File: config.mk
export PLATFORM = sky130hd
export DESIGN_NAME = fetch_queue
export DESIGN_NICKNAME = d
export VERILOG_FILES = /design/src/rtl/fetch_pkg.sv /design/src/rtl/fetch_fifo.sv /design/src/rtl/fetch_queue.sv
export SDC_FILE = /design/constraint.sdc
export NUM_CORES = 1
export LEC_CHECK = 0
export ABC_AREA = 1
export CAP_MARGIN = 20
export CORE_AREA = 4 4 250 252
export CTS_CLUSTER_DIAMETER = 120
export DETAILED_ROUTE_END_ITERATION = 10
export DIE_AREA = 0 0 254 256
export PLACE_DENSITY_LB_ADDON = 0.08
export SYNTH_ARGS = -nofsm -noshare
export SYNTH_HDL_FRONTEND = slang
export SYNTH_SLANG_ARGS = --single-unit
export TNS_END_PERCENT = 100
File: constraint.sdc
create_clock -name clk -period 15.9 [get_ports clk]
set_input_delay 2.385 -clock clk [delete_from_list [all_inputs] [get_ports clk]]
set_output_delay 2.385 -clock clk [all_outputs]
set_load 0.1 [all_outputs]
File: src/rtl/fetch_pkg.sv
// Shared fetch-queue types: FSM encoding, queue entry layout, constants.
// Used by fetch_fifo and fetch_queue (optional FETCH_PERF_EN counters).
package fetch_pkg;

  localparam int FQ_ENTRY_W = 64;
  localparam logic [31:0] FQ_NOP = 32'h0000_0013;

  typedef enum logic {
    FQ_FETCH   = 1'b0,
    FQ_DISCARD = 1'b1
  } fqState_t;

  typedef struct packed {
    logic [31:0] inst;
    logic [31:0] pcNext;
  } fqEntry_t;

  function automatic bit depthOk(int d);
    return (d >= 2) && (d <= 16) && ((d & (d - 1)) == 0);
  endfunction

endpackage

File: src/rtl/fetch_fifo.sv
// Circular prefetch buffer of {inst, pc+4} entries with push/pop/flush.
// Head holds the last shown entry once the buffer drains.
module fetch_fifo
  import fetch_pkg::*;
#(
  parameter int DEPTH = 4
) (
  input  logic                   clk,
  input  logic                   rst,
  input  logic                   push,
  input  logic                   pop,
  input  logic                   flush,
  input  fqEntry_t               wrData,
  output fqEntry_t               head,
  output logic [$clog2(DEPTH):0] count
);

  localparam int AW = $clog2(DEPTH);

  fqEntry_t       mem [DEPTH];
  fqEntry_t       hold;
  logic [AW-1:0]  rdPtr;
  logic [AW-1:0]  wrPtr;

  if ($bits(fqEntry_t) != FQ_ENTRY_W) begin : gBadEntry
    $error("fetch_fifo: entry width mismatch");
  end

  always_ff @(posedge clk) begin
    if (rst) begin
      rdPtr <= '0;
      wrPtr <= '0;
      count <= '0;
      hold  <= '0;
      for (int i = 0; i < DEPTH; i++) begin
        mem[i] <= {FQ_NOP, 32'h0};
      end
    end else begin
      if (count != '0) hold <= mem[rdPtr];
      if (flush) begin
        rdPtr <= '0;
        wrPtr <= '0;
        count <= '0;
      end else begin
        if (push) begin
          mem[wrPtr] <= wrData;
          wrPtr      <= wrPtr + 1'b1;
        end
        if (pop) rdPtr <= rdPtr + 1'b1;
        count <= count + (AW+1)'(push)
                       - (AW+1)'(pop);
      end
    end
  end

  assign head = (count != '0) ? mem[rdPtr] : hold;

endmodule

File: src/rtl/fetch_queue.sv
// Fetch front end: PC, imem req/ack handshake, prefetch queue to IF/ID.
// Define FETCH_PERF_EN to add perf_fetched / perf_flushed counters.
module fetch_queue
  import fetch_pkg::*;
#(
  parameter int          DEPTH    = 4,
  parameter logic [31:0] RESET_PC = 32'h0000_0000
) (
  input  logic                   clk,
  input  logic                   rst,
  output logic                   imem_req,
  output logic [31:0]            imem_addr,
  input  logic                   imem_ack,
  input  logic [31:0]            imem_rdata,
  input  logic                   redirect,
  input  logic [31:0]            redirect_pc,
  input  logic                   stall,
  output logic                   if_valid,
  output logic [31:0]            if_inst,
  output logic [31:0]            if_pc_next,
  output logic [$clog2(DEPTH):0] fq_count
`ifdef FETCH_PERF_EN
  ,
  output logic [31:0]            perf_fetched,
  output logic [31:0]            perf_flushed
`endif
);

  localparam int CW = $clog2(DEPTH) + 1;

  if (!depthOk(DEPTH)) begin : gBadDepth
    $error("fetch_queue: DEPTH must be 2..16, pow2");
  end

  fqState_t      state;
  fqState_t      stateNext;
  logic [31:0]   fetchPc;
  logic [31:0]   fetchPcNext;
  logic [31:0]   addrQ;
  logic          reqQ;
  logic          ackNow;
  logic          pushNow;
  logic          popNow;
  logic [CW-1:0] countNext;
  fqEntry_t      head;
  fqEntry_t      wrData;

  always_comb begin
    ackNow    = reqQ & imem_ack;
    pushNow   = ackNow && (state == FQ_FETCH)
                && !redirect;
    popNow    = if_valid && !stall && !redirect;
    countNext = redirect ? '0
              : fq_count + CW'(pushNow)
                         - CW'(popNow);
    fetchPcNext = fetchPc;
    if (redirect)
      fetchPcNext = redirect_pc & ~32'd3;
    else if (pushNow)
      fetchPcNext = fetchPc + 32'd4;
    stateNext = state;
    if (ackNow)
      stateNext = FQ_FETCH;
    else if (redirect && reqQ)
      stateNext = FQ_DISCARD;
  end

  // A request, once raised, is frozen until its ack.
  always_ff @(posedge clk) begin
    if (rst) begin
      state   <= FQ_FETCH;
      fetchPc <= RESET_PC;
      reqQ    <= 1'b0;
      addrQ   <= RESET_PC;
    end else begin
      state   <= stateNext;
      fetchPc <= fetchPcNext;
      if (!(reqQ && !imem_ack)) begin
        reqQ  <= (stateNext == FQ_FETCH)
                 && (countNext < CW'(DEPTH));
        addrQ <= fetchPcNext;
      end
    end
  end

  assign wrData = '{inst:   imem_rdata,
                    pcNext: addrQ + 32'd4};

  fetch_fifo #(.DEPTH(DEPTH)) uFifo (
    .clk    (clk),
    .rst    (rst),
    .push   (pushNow),
    .pop    (popNow),
    .flush  (redirect),
    .wrData (wrData),
    .head   (head),
    .count  (fq_count)
  );

  assign imem_req   = reqQ;
  assign imem_addr  = addrQ;
  assign if_valid   = (fq_count != '0);
  assign if_inst    = head.inst;
  assign if_pc_next = head.pcNext;

`ifdef FETCH_PERF_EN
  always_ff @(posedge clk) begin
    if (rst) begin
      perf_fetched <= '0;
      perf_flushed <= '0;
    end else begin
      if (pushNow)
        perf_fetched <= perf_fetched + 32'd1;
      if (redirect)
        perf_flushed <= perf_flushed
          + 32'(fq_count)
          + 32'(reqQ && (state == FQ_FETCH));
    end
  end
`endif

endmodule

Word level (Yosys, flattened, before mapping)
Memory sizes are Yosys's and may differ from the RTL's. A register that Yosys moved wholly into a read port is not among the register bits.
Index checks and enable logic that the tools add are counted.
{"block": "op_classes", "add_sub_neg": 6, "magnitude_cmp": 1, "n_mux": 17, "bitwise": 3, "reduce_logical": 13}
{"operator": "64-bit two-way mux", "count": 2}
{"operator": "32-bit by 3-bit adder with 32-bit output (second input constant)", "count": 2}
{"operator": "32-bit two-way mux", "count": 2}
{"operator": "64-bit OR reduction", "count": 1}
{"operator": "1-bit two-way mux", "count": 9}
{"operator": "1-bit logical AND", "count": 7}
{"operator": "2-bit two-way mux", "count": 3}
{"operator": "2-bit by 1-bit adder with 2-bit output (second input constant)", "count": 2}
{"operator": "3-bit by 1-bit adder with 3-bit output", "count": 1}
{"operator": "1-bit zero test", "count": 3}
{"operator": "3-bit < comparator (second input constant)", "count": 1}
{"operator": "3-bit two-way mux", "count": 1}
{"operator": "3-bit nonzero test", "count": 1}
{"operator": "3-bit by 1-bit subtractor with 3-bit output", "count": 1}
{"operator": "1-bit inverter", "count": 2}
{"operator": "2-bit OR reduction", "count": 1}
{"operator": "1-bit AND", "count": 1}
{"block": "totals", "reg_bits": 137, "mem_bits_rw": 256, "out_inout_bits": 101, "mem_count": 1}
{"name": "uFifo.mem", "words": 4, "word_bits": 64, "rd": 1, "rd_ports_with_merged_regs": 1, "write_ports": 4, "line_no": "fetch_fifo.sv:20", "text": "fqEntry_t mem [DEPTH];"}

Depth between registers and ports, before layout
Gate-level depths: netlist (run 1).
{"block": "depth", "ltp_word": 9, "mapped_depth": 13}

Modules after synthesis
From an unflattened synthesis (run 1), not the netlist that was laid out.
{"block": "unflattened", "hier_cells": 2388, "hier_area_um2": 19366.1}
{"mod": "fetch_fifo", "instances": 1, "cells_per_inst": 1752, "area_each_um2": 15318.4, "seq_area_each_um2": 9148.8}
{"mod": "fetch_queue", "instances": 1, "cells_per_inst": 636, "area_each_um2": 4047.6, "seq_area_each_um2": 1321.3}

Worst setup path before layout (run 1)
No wires, ideal clock.
{"block": "synth_path", "path_kind": "input-to-reg", "from": "input imem_ack", "to": "memory uFifo.mem[3][0] (netlist bit) (enable)", "setup_ns": 0.581, "arrival_ns": 7.571, "required_ns": 15.319, "slack_ns": 7.748, "cell_stages": 4, "n_path_buf": 0, "cell_sequence": "nand2_2 -> nor2_4 -> nand2_2 -> o31ai_1"}
{"element": "from (decl)", "line_no": "fetch_queue.sv:13", "text": "input logic imem_ack,"}
{"element": "to (decl)", "line_no": "fetch_fifo.sv:20"}

==> results of run 1 <==
metal layers:
layer  vias to the layer above  routed length, um
met3                        74               2510
li1                       7123                  -
met2                       284              26800
met4                         0               1070
met1                      6994              26800
met5                         -                  0
worst paths after layout:
path | from | to | slack (ps)
max | flip-flop | if_pc_next[4] | 9120
min | fetchPc[0] | fetchPc[0] | 450
max reg2reg | uFifo.count[1] | imem_req | 12050
min reg2reg | fetchPc[0] | fetchPc[0] | 450
registers in the layout, summed over array words and instances (netlist names), named ones only:
signal       flops
uFifo.hold      64
uFifo.mem      256
uFifo.rdPtr      2
imem_req         1
uFifo.count      3
imem_addr       32
fetchPc         32
state            1
uFifo.wrPtr      2
per-stage QoR:
step / std cells / util (%)
2_1_floorplan: 2066 / -
3_3_place_gp: 2925 / 33.7
3_5_place_dp: 2925 / 33.7
4_1_cts: 3013 / 36.2
5_1_grt: 3013 / 36.2
6_report: 3013 / 36.2
kinds of logic after synthesis:
| group | synth area share, % |
|---|---|
| fa+ha+maj | 0.391 |
| simple gates | 23.7 |
| buf+inv | 7.01 |
| compound gates | 9.87 |
| flops | 58.5 |
| xor+xnor | 0.538 |
power groups by stage:
stage,registers [mW],clock network [mW],logic [mW]
floorplan,1.22,0,0.139
global placement,1.18,0,0.278
detailed placement,1.18,0,0.278
CTS,1.16,1.08,0.279
global route,1.16,1.12,0.293
finish,1.16,1.05,0.273
worst register-to-register path: stages (launching register included):
cell and delay, ps:
dfxtp_1 420, nor2_1 80, nand2_2 50, buf_4 670
inv_2 530, nor3_1 610, ha_1 340, inv_1 50
ha_1 130, inv_1 50, fa_1 370, o21ai_0 170
a21o_1 130, o21ai_0 80, inv_1 80
layout by cell type (no fill, tap or decap), types with 3 or more instances in the layout:
cell type,count
nor2_2,3
o32ai_1,64
buf_4,20
dfxtp_1,137
ha_1,4
a21oi_1,102
nand2_1,387
clkbuf_1,9
or2_2,3
inv_2,5
xor2_1,8
clkinv_2,16
a21o_1,4
edfxtp_1,256
nor2_4,4
nand2_2,3
inv_1,196
nor2_1,475
o211ai_1,12
clkinv_1,8
xnor2_1,3
nand2_4,3
o21bai_1,5
clkdlybuf4s50_1,166
nand3_1,104
o21ai_0,101
nor3_1,42
nand4_1,13
clkbuf_16,48
area by class of cell:
class	count	share of cell area, %
Clock buffer	59	5.77
Tap cell	782	4.50
Timing Repair Buffer	186	8.32
Inverter	206	3.58
Clock inverter	29	1.08
Sequential cell	395	48.1
Multi-Input combinational cell	1356	28.6
==> impl_metrics.toml, run 1 <==
[outcome]
status = "finished, final reports clean"

[die]
die_w_um = 254
rows = 90
die_h_um = 256
pin_count = 170
start_util_pct = 29.8
dieArea_mm2 = 0.0650
core-area_mm2 = 0.0601

[pwr]
p_comb_share_pct = 11.0
swShare_pct = 27.6
p_per_area_mw_per_mm2 = 114
ir_drop_mv = 0.0621
p_sw_uw = 684
p_int_mw = 1.80
clock_power_share_pct = 42.2
p_leak_nw = 8.56
seq_power_share_pct = 46.8
finalPower_mw = 2.48

[global_routing]
grt_overflow = 0
met3_usage_pct = 2.89
grtUsageTotal_pct = 17.2
grt_max_degree = 98
antenna_found_initial = 0
met1_usage_pct = 23.7
gr-usage-met2_pct = 28.5
grt_pass1_wl_um = 86700
grt_pass1_vias = 14170
busiest_layer = "met2"

[worst_setup_path]
path_class = "flip-flop to output port"
max_stage_delay_ps = 1150
path_cells = "inv_4, buf_4, nor2_1, o32ai_1, nand2_1, nand2_1, clkdlybuf4s50_1"
crit_fanout = 74
worst_ep_required_time_ps = 13520
crit_cells = 7
critPathArrivalTime_ps = 4390
critPathTopFamily = "buffers and inverters"
critPathBufInv = 3
reg2reg_depth = 14
startpoint_type = "flip-flop"
cpMostUsedCell = "nand2_1"
slowest_stage = "clkdlybuf4s50_1"
end_kind = "output port"

[clock_tree]
cts_buffers = 47
clk_pin_slew_ps = 60
cts.path.max_buffers = 3
cts_hold_buf = 0
htreeDepth = 2
clock_latency_ps = 590
cts.sinks = 395
cts_setup_buffers = 0
cts_tree = "done"
root_buffer = "clkbuf_16"
cts_resized = 0

[run]
drv_cap = 0

[place]
place.gp.congestion = 0.859
dp_hpwl_um = 35900
port_buffers = 167
placed_cell_area_mm2 = 0.0203
dpl_worst_slack_ps = 9620

[synth]
yosys-top-cells-count = "475 x nor2_1, 391 x nand2_1, 256 x edfxtp_1"
synth_ff_type = "edfxtp_1"
synth_top_cell_area_share_pct = 42.9
yosys.area.top_type = "edfxtp_1"
ys_ff_latch = 395
yosysWarnings = 0
ys_types = 41
ys_top_cells_by_area = "edfxtp_1 43%, dfxtp_1 16%, nor2_1 10%, nand2_1 8.2%, inv_1 4.1%"
synthCells = 2066
ys_async_sr_fraction_pct = 0
synth_edf_count = 256
synth.most_common_cell = "nor2_1"
ys_seq_area_share_pct = 58.5
synth_area_per_cell_um2 = 8.67
synthesis.area_mm2 = 0.0179
syn-num-nets = 2140

[sta]
hold_viol_final = 0
tns_ps = 0
fmax_mhz = 147
setup_viol = 0
grt_setup_unrepaired = "no"
hold_slack_ps = 448
fin_worst_skew_ps = 19.7
slew_viol_final = 0
tightest_slew_ps = 1100
fin_ws_ps = 9120
slew-limit-headroom_pct = 26.7
finalCriticalPeriod_ps = 6780
fin_crit_sh_pct = 42.6

[drt]
antenna_left = 0
wl_um = 57200
vias_per_cell = 4.80
wl_per_cell_um = 19.0
drc_errors = 0
drtIter0Drc = 1022
via_count = 14475
first_pass_iters = 7

[cells_and_area]
finalNetCount = 2266
multi_input_area_mm2 = 0.00622
fillerInstances = 6292
antenna_cells = 0
fin_area_mm2 = 0.0218
regArea_mm2 = 0.0105
drive_above_1_share_pct = 5.65
area_growth_pct = 21.5

[min_path]
hold_class = "flip-flop to flip-flop"
min_path_cells = 2
Note: power is estimated with default switching activity, not from simulation.
==> run 2, diff against run 1 <==
- clock period: 15.9 -> 6.29 ns (I/O delays scaled with it)
==> impl_metrics.toml, run 2 (synthesis results as in run 1) <==
[die]
start_util_pct = 29.8
pin_count = 170
core-area_mm2 = 0.0601
die_h_um = 256
die_w_um = 254
dieArea_mm2 = 0.0650
rows = 90

[sta]
slew-limit-headroom_pct = 32.0
tightest_slew_ps = 1020
slew_viol_final = 0
fmax_mhz = 200
finalCriticalPeriod_ps = 5010
fin_worst_skew_ps = 14.2
setup_viol = 0
tns_ps = 0
hold_viol_final = 0
grt_setup_unrepaired = "no"
fin_crit_sh_pct = 79.6

[worst_setup_path]
crit_fanout = 74
r2r_start = "imem_req"
path_class = "flip-flop to output port"
startpoint_type = "flip-flop"
reg2reg_depth = 10
r2r_setup_slack_ps = 3180
worst_ep_required_time_ps = 5350
r2r_end = "uFifo.mem[0][54]"
critPathArrivalTime_ps = 4070
end_kind = "output port"

[run]
drv_cap = 0

[pwr]
seq_power_share_pct = 46.3
swShare_pct = 26.9
p_comb_share_pct = 11.0
p_sw_mw = 1.70
p_leak_nw = 8.58
clock_power_share_pct = 42.7
p_per_area_mw_per_mm2 = 290
p_int_mw = 4.63
ir_drop_mv = 0.188

[place]
numPlacedInstances = 2927
place.gp.congestion = 0.837
dp_hpwl_um = 35200
port_buffers = 167

[cells_and_area]
area_growth_pct = 22.1
drive_above_1_share_pct = 5.33
reg_top3 = "uFifo.mem: 256 flops, uFifo.hold: 64 flops"
regMostFlops = "uFifo.mem"
finalNetCount = 2268
final_cell_mix = "475 x nor2_1, 387 x nand2_1, 256 x edfxtp_1"
fillerInstances = 6267
utilization_pct = 36.4
final_cells = 3015
largest_register_ffs = 256
final_common_cell = "nor2_1"
antenna_cells = 0

[global_routing]
grtUsageTotal_pct = 17.3
grt_max_degree = 75
grt_pass1_vias = 14345
antenna_found_initial = 0
grt_pass1_wl_um = 86700
grt_overflow = 0

[drt]
wl_per_cell_um = 19.0
vias_per_cell = 4.79
via_count = 14454
first_pass_iters = 5
antenna_left = 0
drc_errors = 0
drtIter0Drc = 1039
wl_um = 57200

[min_path]
min_path_cells = 2
hold_class = "flip-flop to flip-flop"
hold_path.startpoint = "fetchPc[0]"
holdPathEnd = "fetchPc[0]"

[clock_tree]
clock_latency_ps = 590
cts_tree = "done"
cts.sinks = 395
cts_setup_buffers = 0
htreeDepth = 2
root_buffer = "clkbuf_16"
cts_hold_buf = 0
clk_pin_slew_ps = 60
cts.path.max_buffers = 3
cts_buffers = 47
cts_resized = 0

[outcome]
status = "finished, final reports clean"
-- run 2: changes by cell type in the layout (fill, tap and decap cells not counted), sizes merged --
cell and delta:
bufinv +1, buf +2, clkbuf +9, clkinv -8
clkinvlp -1, inv -1
-- run 2: layout make-up --
class | count | area, um2 | share of cell area (%)
Clock buffer | 68 | 1340 | 6.13
Tap cell | 782 | 978 | 4.48
Sequential cell | 395 | 10500 | 47.9
Multi-Input combinational cell | 1356 | 6220 | 28.5
Clock inverter | 20 | 184 | 0.841
Timing Repair Buffer | 188 | 1880 | 8.58
Inverter | 206 | 781 | 3.57
-- run 2: layer usage --
metal  global-route usage, %  vias to the layer above  wire length (um)
met4                    3.61                        0              1030
met1                    23.4                     6993             26600
met5                       0                        -                 0
met2                    29.1                      287             27000
met3                    2.88                       62              2510
li1                        -                     7112                 -
-- run 2: metrics by stage --
| stage | instance area [um2] | hold slack, ps | power (mW) | setup WS [ps] |
|---|---|---|---|---|
| detailed placement | 20300 | 440 | 3.69 | 1780 |
| CTS | 21900 | 449 | 6.42 | 1140 |
| global route | 21900 | 472 | 6.58 | 973 |
| global placement | 20300 | 436 | 3.69 | 1780 |
| floorplan | 17900 | 426 | 3.43 | 1450 |
| finish | 21900 | 448 | 6.33 | 1280 |
-- run 2: how the worst max path moves through the flow --
| stage | from | end |
|---|---|---|
| 2_1_floorplan | imem_req | uFifo.mem[3][0] |
| 3_3_place_gp | flip-flop | if_pc_next[1] |
| 3_5_place_dp | flip-flop | if_pc_next[1] |
| 4_1_cts | flip-flop | if_pc_next[1] |
| 5_1_grt | flip-flop | if_pc_next[5] |
| 6_report | flip-flop | if_pc_next[2] |
-- run 2: worst max-delay path, stage by stage, from the launching register on --
cell             delay [ps]
dfxtp_4                 770
buf_4                   770
nor2_1                  140
o32ai_1                 300
nand2_1                 110
nand2_1                 210
clkdlybuf4s50_1        1170
-- run 2: power by group through the flow --
stage                     clock, mW  combinational (mW)  sequential, mW
after floorplan                   0               0.352            3.08
after global placement            0               0.706            2.98
after detailed placement          0               0.707            2.98
after CTS                      2.78               0.709            2.93
after global routing           2.89               0.745            2.94
final                          2.71               0.695            2.93
==> run 3, diff against run 2 <==
- clock period: 6.29 -> 4.8 ns (I/O delays scaled with it)
==> impl_metrics.toml, run 3 (synthesis results as in run 1) <==
[drt]
wl_per_cell_um = 19.2
via_count = 14390
drtIter0Drc = 890
first_pass_iters = 6
antenna_left = 0
wl_um = 58100
vias_per_cell = 4.75
drc_errors = 0

[sta]
fmax_mhz = 264
tightest_slew_ps = 1030
setup_viol = 0
grt_setup_unrepaired = "no"
fin_worst_skew_ps = 20.5
hold_viol_final = 0
slew-limit-headroom_pct = 31.1
finalCriticalPeriod_ps = 3780
tns_ps = 0
slew_viol_final = 0
fin_crit_sh_pct = 78.8

[worst_setup_path]
max_stage_delay_ps = 530
r2r_setup_slack_ps = 1920
critPathBufInv = 3
slowest_stage = "o32ai_1"
path_class = "flip-flop to output port"
critPathArrivalTime_ps = 3060
startpoint_type = "flip-flop"
critPathTopFamily = "buffers and inverters"
reg2reg_depth = 12
r2r_end = "imem_req"
r2r_start = "uFifo.count[1]"
crit_fanout = 53
end_kind = "output port"
worst_ep_required_time_ps = 4080
path_cells = "inv_4, buf_4, nor2_1, o32ai_1, nand2_1, nand2_1, buf_4"

[die]
pin_count = 170
rows = 90
start_util_pct = 29.8
die_h_um = 256
dieArea_mm2 = 0.0650
die_w_um = 254
core-area_mm2 = 0.0601

[clock_tree]
cts.path.max_buffers = 3
clk_pin_slew_ps = 60
cts.sinks = 395
cts_resized = 0
clock_latency_ps = 590
root_buffer = "clkbuf_16"
cts_buffers = 48
cts_tree = "done"
cts_hold_buf = 0
htreeDepth = 2
cts_setup_buffers = 0

[min_path]
holdPathEnd = "fetchPc[1]"
hold_path.startpoint = "fetchPc[1]"
hold_class = "flip-flop to flip-flop"
min_path_cells = 2

[cells_and_area]
largest_register_ffs = 256
fillerInstances = 6234
final_common_cell = "nor2_1"
antenna_cells = 0
reg_top3 = "uFifo.mem: 256 flops, uFifo.hold: 64 flops"
final_cell_mix = "475 x nor2_1, 387 x nand2_1, 256 x edfxtp_1"
drive_above_1_share_pct = 9.08
regMostFlops = "uFifo.mem"
final_cells = 3028
area_growth_pct = 22.0
finalNetCount = 2280

[global_routing]
grt_pass1_vias = 14390
grtUsageTotal_pct = 17.6
grt_max_degree = 65
grt_pass1_wl_um = 88500
grt_overflow = 0
antenna_found_initial = 0

[pwr]
seq_power_share_pct = 45.6
swShare_pct = 27.0
p_sw_mw = 2.27
clock_power_share_pct = 43.6
p_per_area_mw_per_mm2 = 385
p_int_mw = 6.15
finalPower_mw = 8.42
p_comb_share_pct = 10.8
p_leak_nw = 8.79
ir_drop_mv = 0.245

[place]
port_buffers = 167
numPlacedInstances = 2938
place.gp.congestion = 0.831
dp_hpwl_um = 37500

[run]
drv_cap = 0

[outcome]
status = "finished, final reports clean"
==> run 3: cell count changes in the layout (fill, tap and decap cells not counted) <==
cell	before	now
buf_4	18	93
clkbuf_16	48	49
clkbuf_4	1	0
clkbuf_8	6	9
clkdlybuf4s50_1	166	102
clkinv_1	13	5
clkinv_2	4	7
clkinv_8	1	0
clkinvlp_4	0	4
inv_2	4	5
==> run 3: worst reg2reg max path: cells and delay by family, from the launching register on <==
kind	cells	cell delay (ps)
AND/OR/NAND/NOR	3	910
AO/OA/AOI/OAI	2	340
buffers and inverters	4	290
flip-flops	1	410
adder cells (fa/ha/maj)	3	830
==> run 3: metrics by stage <==
| step | hold slack [ps] | utilization [%] | cell area (um2) | setup WS (ps) |
|---|---|---|---|---|
| 2_1_floorplan | 426 | - | 17900 | 881 |
| 3_3_place_gp | 437 | 33.7 | 20300 | 1230 |
| 3_5_place_dp | 440 | 33.7 | 20300 | 1220 |
| 4_1_cts | 422 | 36.3 | 21800 | 904 |
| 5_1_grt | 467 | 36.3 | 21800 | 771 |
| 6_report | 450 | 36.3 | 21800 | 1020 |
==> run 3: how the worst max path moves through the flow <==
stage               cells past startpoint  startpoint          endpoint
floorplan                              10    imem_req   uFifo.mem[0][0]
global placement                        8    imem_ack  uFifo.mem[1][20]
detailed placement                      8    imem_ack  uFifo.mem[1][18]
CTS                                     6   flip-flop    if_pc_next[21]
global route                            8   flip-flop    if_pc_next[18]
finish                                  7   flip-flop     if_pc_next[4]
==> run 3: metal layers <==
metal / part of all wire [%] / track usage (%) / vias to the layer above
met3: 4.1 / 2.85 / 76
met2: 47 / 29.3 / 310
met1: 47 / 24.2 / 6849
met5: 0 / 0 / -
li1: - / - / 7155
met4: 2.0 / 4.15 / 0
==> run 3: power by group through the flow <==
stage	Clock, mW	Combinational (mW)	Sequential, mW
finish	3.67	0.909	3.84
CTS	3.78	0.928	3.84
floorplan	0	0.462	4.04
detailed placement	0	0.925	3.91
global placement	0	0.924	3.91
global route	3.91	0.976	3.86
==> run 3: area by class of cell <==
cell class | instances | area, um2 | area share, %
Clock buffer | 71 | 1400 | 6.40
Clock inverter | 19 | 188 | 0.859
Inverter | 206 | 779 | 3.57
Multi-Input combinational cell | 1356 | 6220 | 28.5
Sequential cell | 395 | 10500 | 48.0
Tap cell | 782 | 978 | 4.48
Timing Repair Buffer | 199 | 1800 | 8.24
